## src/rtl/mandelbrot_pkg.sv

```systemverilog
// Shared defaults and types for the colour LUT and pixel serializer stages.
// Image geometry and batch width live here so both stages agree on them.
package mandelbrot_pkg;

  localparam int RGB_SIZE    = 24;
  localparam int NUM_ENGINES = 12;
  localparam int X_SIZE      = 640;
  localparam int Y_SIZE      = 480;

  typedef logic [RGB_SIZE-1:0] rgb_t;

  typedef enum logic {
    ST_EMPTY = 1'b0,
    ST_SEND  = 1'b1
  } ser_state_e;

  // Counter width for a 0..n-1 range, never narrower than one bit.
  function automatic int cnt_w(input int n);
    return (n > 1) ? $clog2(n) : 1;
  endfunction

endpackage

```

## src/rtl/pixel_serializer_if.sv

```systemverilog
// Batch-in / pixel-out handshake bundle for the serializer.
// master: the serializer itself; slave: its upstream LUT and downstream sink.
interface pixel_serializer_if #(
  parameter int RGB_SIZE    = mandelbrot_pkg::RGB_SIZE,
  parameter int NUM_ENGINES = mandelbrot_pkg::NUM_ENGINES
);

  logic                in_valid;
  logic                in_ready;
  logic [RGB_SIZE-1:0] rgb_in [NUM_ENGINES];
  logic [RGB_SIZE-1:0] out_data;
  logic                out_valid;
  logic                out_ready;
  logic                out_sof;
  logic                out_eol;

  modport master (
    input  in_valid, rgb_in, out_ready,
    output in_ready, out_data, out_valid, out_sof, out_eol
  );

  modport slave (
    output in_valid, rgb_in, out_ready,
    input  in_ready, out_data, out_valid, out_sof, out_eol
  );

endinterface

```

## src/rtl/raster_counter.sv

```systemverilog
// Raster x/y position tracker advanced by each pixel transfer.
// Provides raw sof/eol flags for the current position and a registered frame_done pulse.
module raster_counter #(
  parameter int X_SIZE = mandelbrot_pkg::X_SIZE,
  parameter int Y_SIZE = mandelbrot_pkg::Y_SIZE
) (
  input  logic clk,
  input  logic rst_n,
  input  logic xfer,
  output logic sof,
  output logic eol,
  output logic frame_done
);
  import mandelbrot_pkg::*;

  localparam int X_W = cnt_w(X_SIZE);
  localparam int Y_W = cnt_w(Y_SIZE);
  localparam logic [X_W-1:0] X_LAST = X_W'(X_SIZE - 1);
  localparam logic [Y_W-1:0] Y_LAST = Y_W'(Y_SIZE - 1);

  logic [X_W-1:0] x_q, x_d;
  logic [Y_W-1:0] y_q, y_d;
  logic           frame_done_q, frame_done_d;
  logic           x_end, y_end;

  assign x_end = (x_q == X_LAST);
  assign y_end = (y_q == Y_LAST);

  always_comb begin
    x_d          = x_q;
    y_d          = y_q;
    frame_done_d = 1'b0;
    if (xfer) begin
      frame_done_d = x_end && y_end;
      if (x_end) begin
        x_d = '0;
        y_d = y_end ? '0 : y_q + 1'b1;
      end else begin
        x_d = x_q + 1'b1;
      end
    end
  end

  always_ff @(posedge clk or negedge rst_n) begin
    if (!rst_n) begin
      x_q          <= '0;
      y_q          <= '0;
      frame_done_q <= 1'b0;
    end else begin
      x_q          <= x_d;
      y_q          <= y_d;
      frame_done_q <= frame_done_d;
    end
  end

  assign sof        = (x_q == '0) && (y_q == '0);
  assign eol        = x_end;
  assign frame_done = frame_done_q;

endmodule

```

## src/rtl/pixel_serializer.sv

```systemverilog
// Serializes NUM_ENGINES-pixel batches into a one-pixel-per-cycle raster video stream
// with start-of-frame / end-of-line markers and a frame-done pulse.
module pixel_serializer #(
  parameter int RGB_SIZE    = mandelbrot_pkg::RGB_SIZE,
  parameter int NUM_ENGINES = mandelbrot_pkg::NUM_ENGINES,
  parameter int X_SIZE      = mandelbrot_pkg::X_SIZE,
  parameter int Y_SIZE      = mandelbrot_pkg::Y_SIZE
) (
  input  logic                  clk,
  input  logic                  rst_n,
  pixel_serializer_if.master    bus,
  output logic                  frame_done
);
  import mandelbrot_pkg::*;

  localparam int IDX_W = cnt_w(NUM_ENGINES);
  localparam logic [IDX_W-1:0] IDX_LAST = IDX_W'(NUM_ENGINES - 1);

  ser_state_e          state_q, state_d;
  logic [IDX_W-1:0]    idx_q, idx_d;
  logic [RGB_SIZE-1:0] batch_q [NUM_ENGINES];
  logic [RGB_SIZE-1:0] batch_d [NUM_ENGINES];

  logic in_ready;
  logic out_valid;
  logic last_pix;
  logic accept;
  logic xfer;
  logic sof_raw;
  logic eol_raw;

  assign out_valid = (state_q == ST_SEND);
  assign last_pix  = (idx_q == IDX_LAST);
  // Opening the input on the last pixel lets the next batch land with no bubble.
  assign in_ready  = (state_q == ST_EMPTY) || (bus.out_ready && last_pix);
  assign accept    = bus.in_valid && in_ready;
  assign xfer      = out_valid && bus.out_ready;

  always_comb begin
    state_d = state_q;
    idx_d   = idx_q;
    batch_d = batch_q;
    if (accept) begin
      batch_d = bus.rgb_in;
    end
    case (state_q)
      ST_EMPTY: begin
        if (accept) begin
          state_d = ST_SEND;
          idx_d   = '0;
        end
      end
      ST_SEND: begin
        if (xfer) begin
          if (last_pix) begin
            idx_d   = '0;
            state_d = accept ? ST_SEND : ST_EMPTY;
          end else begin
            idx_d = idx_q + 1'b1;
          end
        end
      end
      default: begin
        state_d = ST_EMPTY;
        idx_d   = '0;
      end
    endcase
  end

  always_ff @(posedge clk or negedge rst_n) begin
    if (!rst_n) begin
      state_q <= ST_EMPTY;
      idx_q   <= '0;
    end else begin
      state_q <= state_d;
      idx_q   <= idx_d;
    end
  end

  // Batch storage carries no reset; out_data is forced to zero whenever nothing is held.
  always_ff @(posedge clk) begin
    batch_q <= batch_d;
  end

  raster_counter #(
    .X_SIZE (X_SIZE),
    .Y_SIZE (Y_SIZE)
  ) u_raster (
    .clk        (clk),
    .rst_n      (rst_n),
    .xfer       (xfer),
    .sof        (sof_raw),
    .eol        (eol_raw),
    .frame_done (frame_done)
  );

  assign bus.in_ready  = in_ready;
  assign bus.out_valid = out_valid;
  assign bus.out_data  = out_valid ? batch_q[idx_q] : '0;
  assign bus.out_sof   = out_valid && sof_raw;
  assign bus.out_eol   = out_valid && eol_raw;

endmodule

```

## src/flat_wrapper.sv

```systemverilog
// flat-port wrapper written by rule: the top's interface ports become plain ports
module pixel_serializer_flat import mandelbrot_pkg::*;
#(
  parameter int RGB_SIZE    = mandelbrot_pkg::RGB_SIZE,
  parameter int NUM_ENGINES = mandelbrot_pkg::NUM_ENGINES,
  parameter int X_SIZE      = mandelbrot_pkg::X_SIZE,
  parameter int Y_SIZE      = mandelbrot_pkg::Y_SIZE
)
  (clk, rst_n, frame_done, bus_in_valid, bus_rgb_in, bus_out_ready, bus_in_ready, bus_out_data, bus_out_valid, bus_out_sof, bus_out_eol);
  pixel_serializer_if #(.RGB_SIZE(RGB_SIZE), .NUM_ENGINES(NUM_ENGINES)) bus_i ();
  input  logic clk;
  input  logic rst_n;
  output logic frame_done;
  input wire logic [$bits(bus_i.in_valid)-1:0] bus_in_valid;
  input wire logic [$bits(bus_i.rgb_in)-1:0] bus_rgb_in;
  input wire logic [$bits(bus_i.out_ready)-1:0] bus_out_ready;
  output wire logic [$bits(bus_i.in_ready)-1:0] bus_in_ready;
  output wire logic [$bits(bus_i.out_data)-1:0] bus_out_data;
  output wire logic [$bits(bus_i.out_valid)-1:0] bus_out_valid;
  output wire logic [$bits(bus_i.out_sof)-1:0] bus_out_sof;
  output wire logic [$bits(bus_i.out_eol)-1:0] bus_out_eol;
  assign bus_i.in_valid = bus_in_valid;
  assign bus_i.rgb_in = {>>{bus_rgb_in}};
  assign bus_i.out_ready = bus_out_ready;
  assign bus_in_ready = bus_i.in_ready;
  assign bus_out_data = bus_i.out_data;
  assign bus_out_valid = bus_i.out_valid;
  assign bus_out_sof = bus_i.out_sof;
  assign bus_out_eol = bus_i.out_eol;
  pixel_serializer #(.RGB_SIZE(RGB_SIZE), .NUM_ENGINES(NUM_ENGINES), .X_SIZE(X_SIZE), .Y_SIZE(Y_SIZE)) u_core (.clk(clk), .rst_n(rst_n), .bus(bus_i), .frame_done(frame_done));
endmodule
```

## config.mk

```make
export PLATFORM = sky130hd
export DESIGN_NAME = pixel_serializer_flat
export DESIGN_NICKNAME = d
export VERILOG_FILES = /design/src/rtl/mandelbrot_pkg.sv /design/src/rtl/pixel_serializer_if.sv /design/src/rtl/raster_counter.sv /design/src/rtl/pixel_serializer.sv /design/src/flat_wrapper.sv
export SDC_FILE = /design/constraint.sdc
export NUM_CORES = 1
export LEC_CHECK = 0
export BUFFER_PORTS_ARGS = -buffer_cell sky130_fd_sc_hd__buf_4
export CAP_MARGIN = 25
export CORE_ASPECT_RATIO = 0.7
export CORE_MARGIN = 2
export CORE_UTILIZATION = 53
export DETAILED_ROUTE_END_ITERATION = 10
export GPL_ROUTABILITY_DRIVEN = 0
export PLACE_DENSITY_LB_ADDON = 0.3
export SYNTH_ARGS = -nofsm -noshare
export SYNTH_HDL_FRONTEND = slang
export SYNTH_SLANG_ARGS = --single-unit
```

## constraint.sdc

```tcl
create_clock -name clk -period 10.6 [get_ports clk]
set_input_delay 2.12 -clock clk [delete_from_list [all_inputs] [get_ports clk]]
set_output_delay 2.12 -clock clk [all_outputs]
set_load 0.03 [all_outputs]
```

Yosys cells after proc, flatten, opt, wreduce, memory -nomap -nowiden
Index checks and enable logic that the tools add are counted.
{"block": "word_totals", "regBits": 313, "input_bits": 292, "output_inout_bits": 29, "word_cells": 55}
{"block": "op_classes", "add_sub_neg": 3, "order_cmp": 1, "n_eq_ne": 5, "n_mux": 15, "bitwise_logic": 2, "reduce_logical": 12}
{"op": "binary-select mux 24 bit (select 4 bit)", "count": 1}
{"op": "two-way mux 24 bit", "count": 3}
{"op": "two-way mux 4 bit", "count": 3}
{"op": "adder 10 x 1 -> 10 bit, second input constant", "count": 1}
{"op": "equality test 10 bit, second input constant", "count": 1}
{"op": "logical NOT 10 bit", "count": 1}
{"op": "two-way mux 10 bit", "count": 1}
{"op": "adder 9 x 1 -> 9 bit, second input constant", "count": 1}
{"op": "equality test 9 bit, second input constant", "count": 1}
{"op": "logical NOT 9 bit", "count": 1}
{"op": "two-way mux 9 bit", "count": 1}
{"op": "case mux 4 bit (2 select lines)", "count": 1}
{"op": "logical AND 1 bit", "count": 7}
{"op": "greater-or-equal comparator 5 bit, second input constant", "count": 1}
{"op": "inverter 4 -> 5 bit", "count": 1}
{"op": "adder 4 x 1 -> 4 bit, second input constant", "count": 1}
{"op": "equality test 4 bit, second input constant", "count": 1}
{"op": "two-way mux 1 bit", "count": 4}
{"op": "AND reduction 2 bit", "count": 2}
{"op": "inequality test 2 x 1 -> 1 bit, second input constant", "count": 1}
{"op": "inequality test 2 bit, second input constant", "count": 1}
{"op": "case mux 1 bit (2 select lines)", "count": 1}
{"op": "logical OR 1 bit", "count": 1}
{"op": "inverter 1 bit", "count": 1}

Longest topological paths before layout
{"block": "logic_depth", "word_depth": 8, "mapped_depth": 7, "mapped_depth_nobuf": 5}

By module
A second synthesis with hierarchy kept.
{"block": "unflattened", "hier_cells": 654, "area_unflattened_um2": 12517.0}
{"mod": "pixel_serializer", "n_inst": 1, "cells_each": 549, "area_each_um2": 11449.7, "seq_area_each_um2": 8773.4}
{"mod": "raster_counter", "n_inst": 1, "cells_each": 105, "area_each_um2": 1067.3, "seq_area_each_um2": 500.5}

Worst setup path before layout
OpenSTA, ideal clock, no wires.
{"block": "synth_timing", "path_type": "input to register", "start": "in bus_out_ready", "end": "reg u_core.batch_q[0] (netlist name), enable pin", "setup_time_ns": 0.685, "t_arrival_ns": 9.277, "required_time_ns": 9.915, "path_slack_ns": 0.638, "stages": 3, "n_path_buf": 0, "cell_sequence": "inv_1 > o21ai_1 > and2_1"}
{"block": "synth_between", "elab_chain_len": 3}
{"item": "start, declared", "line": "flat_wrapper.sv:16", "text": "input wire logic [$bits(bus_i.out_ready)-1:0] bus_out_ready;"}
{"item": "logical AND 1 bit", "line": "pixel_serializer.sv:35", "text": "assign in_ready = (state_q == ST_EMPTY) || (bus.out_ready && last_pix);"}
{"item": "logical OR 1 bit", "line": "pixel_serializer.sv:35"}
{"item": "net bus_in_ready", "line": "flat_wrapper.sv:17", "text": "output wire logic [$bits(bus_i.in_ready)-1:0] bus_in_ready;"}
{"item": "logical AND 1 bit", "line": "pixel_serializer.sv:36", "text": "assign accept = bus.in_valid && in_ready;"}
{"item": "net u_core.accept", "line": "pixel_serializer.sv:27", "text": "logic accept;"}
{"item": "end signal, assigned", "line": "pixel_serializer.sv:82", "text": "batch_q <= batch_d;"}
{"item": "end, declared", "line": "pixel_serializer.sv:21", "text": "logic [RGB_SIZE-1:0] batch_q [NUM_ENGINES];"}
The timed path passes the listed nets, and every way through them passes these cells.
A chain may end at the register's enable or synchronous reset.

Worst setup path after layout
{"block": "layout_timing", "start": "reg u_core.idx_q[0]", "end": "out bus_out_data[1]"}
{"block": "layout_between", "elab_chain_len": 5}
{"item": "start, declared", "line": "pixel_serializer.sv:20", "text": "logic [IDX_W-1:0] idx_q, idx_d;"}
{"item": "start signal, assigned", "line": "pixel_serializer.sv:76", "text": "idx_q <= idx_d;"}
{"item": "inverter 4 -> 5 bit (not written as such)", "line": "pixel_serializer.sv:99", "text": "assign bus.out_data = out_valid ? batch_q[idx_q] : '0;"}
{"item": "binary-select mux 24 bit (select 4 bit)", "line": "pixel_serializer.sv:99"}
{"item": "two-way mux 24 bit (not written as such) (2 in series)", "line": "pixel_serializer.sv:99"}
{"item": "two-way mux 24 bit", "line": "pixel_serializer.sv:99"}
{"item": "end, declared", "line": "flat_wrapper.sv:18", "text": "output wire logic [$bits(bus_i.out_data)-1:0] bus_out_data;"}
No other way between the ends. The select of a mux whose other input is x is not followed.

==> reports/qor.yml <==
synth_top_family_by_area: "multiplexers"
clk_pin_slew_ns: 0.06
die_y_um: 132
grt_max_degree: 175
report.final.slew_viol_count: 0
fin_skew_ns: 0.0237
fin_setup_tns_ns: 0
dp_slack_ns: 5.50
num_rows: 46
yosys_warnings: 0
syn_nets: 953
relSlewSlack: 0.331
clk_path_buf_depth: 3
drtPass1Iterations: 5
setup_viol: 0
synth-xor-area-share: 0.00631
worst_setup_path_end_kind: "primary output"
worstHoldPathType: "flop to flop"
vias_per_cell: 5.58
syn2layout_area_growth_pct: 29.1
cap_violations: 0
yosys.area_share.simple: 0.0504
initial_utilization: 0.545
final_cells: 1318
postLayoutCoreUtil: 0.704
final_common_cell: "buf_4"
cts_tree: "done"
dp.cells: 1260
cp_cell_sequence: "buf_4 > mux4_1 > nor2b_1 > o31ai_1 > buf_4"
core-area_mm2: 0.0229
leakage_nw: 5.93
critPathTopFamily: "buffers and inverters"
ir_drop_mv: 0.162
nets: 1278
holdBufCountCts: 0
power.density_mw_per_mm2: 214
cpMostUsedCell: "buf_4"
routed.top_layer: "met4"
synth-compound-area-share: 0.0375
dp_hpwl_um: 20500
worstPathBufferInverterCount: 2
worst_pin_slew_ns: 1.00
wl_um: 29800
critical_path.startpoint_type: "flop"
grt_pass1_vias: 7646
route.met2.wl_um: 13900
wl_met1_um: 12500
hold_viol: 0
crit_path_top_delay_cell: "dfrtp_4"
antenna_found_initial: 0
rsz0062_at_grt: "false"
status: "finished clean"
ioPinCount: 321
die-area_mm2: 0.0248
io_buffers: 320
cts_sinks: 313
drt_iter0_markers: 568
ys_seq_elements: 313
syn-mean-instance-area_um2: 19.0
root_buffer: "clkbuf_16"
synth.distinct_cells: 42
worstSetupPathType: "flop to primary output"
yosys_most_used_dff: "edfxtp_1"
fmax_mhz: 178
critical_path_arrival_ns: 3.51
final.fill_count: 1518
ys_seq_area_frac: 0.743
grt_pass1_wl_um: 44600
cts_buffers: 31
route.detailed.drc: 0
synth.cell_area_mm2: 0.0125
die_w_um: 187
required_ns: 8.48
critPathMaxFanout: 56
clk_latency_ns: 0.56
overflow: 0
layout_common_cells: "327 x buf_4, 288 x edfxtp_1, 48 x mux2_2"
route.met3.wl_um: 2460
ys_async_sr_fraction: 0.0799
wire_per_inst_um: 22.6
cts_setup_buffers: 0
grt_use_total: 0.240
vias: 7353
ant_nets: 0
synth_edf_count: 288
antennaDiodeCount: 0
synthMuxAreaShare: 0.135
fin_crit_sh: 0.531
h-tree-depth: 1
period_needed_ns: 5.63
synth_fa_ha_area_frac: 0.00501
fin_ws_ns: 4.97
synth_cells: 656
max_stage_delay_ns: 0.88
cts_resized: 0
final_layout_size_suffix_gt1_frac: 0.461
==> sequential cells by signal (all words and copies together), names as in the netlist <==
register,flops
u_core.u_raster.frame_done,1
u_core.idx_q,4
u_core.u_raster.x_q,10
u_core.batch_q,288
u_core.bus.out_valid,1
u_core.u_raster.y_q,9
==> per-layer routing <==
| metal | vias to the layer above | global-route usage |
|---|---|---|
| li1 | 3302 | - |
| met1 | 3639 | 0.336 |
| met2 | 351 | 0.378 |
| met3 | 61 | 0.0607 |
| met4 | 0 | 0.0744 |
| met5 | - | 0 |
==> synthesized netlist by cell type (5+ instances only) <==
| cell | count | area [um^2] |
|---|---|---|
| and2_1 | 5 | 31.3 |
| and4_1 | 5 | 43.8 |
| buf_2 | 12 | 60.1 |
| buf_4 | 5 | 37.5 |
| buf_6 | 8 | 90.1 |
| clkbuf_1 | 9 | 33.8 |
| dfrtp_1 | 25 | 626 |
| edfxtp_1 | 288 | 8650 |
| ha_1 | 5 | 62.6 |
| inv_1 | 7 | 26.3 |
| mux2_2 | 48 | 541 |
| mux4_1 | 16 | 420 |
| mux4_2 | 32 | 721 |
| nand2_1 | 41 | 154 |
| nand3_1 | 10 | 50.1 |
| nand4_1 | 7 | 43.8 |
| nor2_1 | 10 | 37.5 |
| nor2b_1 | 25 | 156 |
| o21ai_0 | 11 | 55.1 |
| o22ai_1 | 25 | 156 |
| o31ai_1 | 26 | 195 |
| xnor2_1 | 5 | 43.8 |
==> power breakdown <==
part / internal (W) / switching, W
sequential: 0.00139 / 0.0000690
clock: 0.000632 / 0.000456
combinational: 0.000401 / 0.000494
total: 0.00242 / 0.00102
==> kinds of logic (layout without fill, tap and decap cells) <==
logic type | after synthesis | count (layout)
flops | 313 | 313
compound gates | 71 | 71
buf+inv | 43 | 393
simple gates | 118 | 118
fa+ha+maj | 5 | 5
xor+xnor | 9 | 9
mux | 97 | 97
==> through the flow <==
stage	total power [W]	cell area (um^2)	hold WS, ns
detailed placement	0.00239	15100	0.504
floorplan	0.00205	12500	0.460
global route	0.00357	16100	0.553
finish	0.00344	16100	0.522
CTS	0.00347	16100	0.518
global placement	0.00237	15100	0.481
==> path summary, 6_finish.rpt <==
kind / start / endpoint / slack [ns] / depth (start not counted)
worst max register to register: u_core.idx_q[0]$_DFFE_PN0P_ / u_core.batch_q[205]$_DFFE_PP_ / 6.97 / 6
worst min-delay path: u_core.u_raster.x_q[6]$_DFFE_PN0P_ / u_core.u_raster.x_q[6]$_DFFE_PN0P_ / 0.52 / 1
max in group asynchronous: rst_n / u_core.idx_q[0]$_DFFE_PN0P_ / 8.84 / 1
worst max-delay path: u_core.idx_q[0]$_DFFE_PN0P_ / bus_out_data[1] / 4.97 / 5
worst min register to register: u_core.u_raster.x_q[6]$_DFFE_PN0P_ / u_core.u_raster.x_q[6]$_DFFE_PN0P_ / 0.52 / 1
min in group asynchronous: rst_n / u_core.u_raster.y_q[4]$_DFFE_PN0P_ / 1.48 / 1
==> layout make-up <==
cell class | instances | area (um^2) | area share
clock inverter | 17 | 171 | 0.0106
timing repair buffer | 328 | 2470 | 0.154
inverter | 7 | 26.3 | 0.00163
tap | 312 | 390 | 0.0242
multi-input combinational | 300 | 2940 | 0.182
sequential | 313 | 9280 | 0.576
clock buffer | 41 | 843 | 0.0523
(Power assumes the default switching activity.)
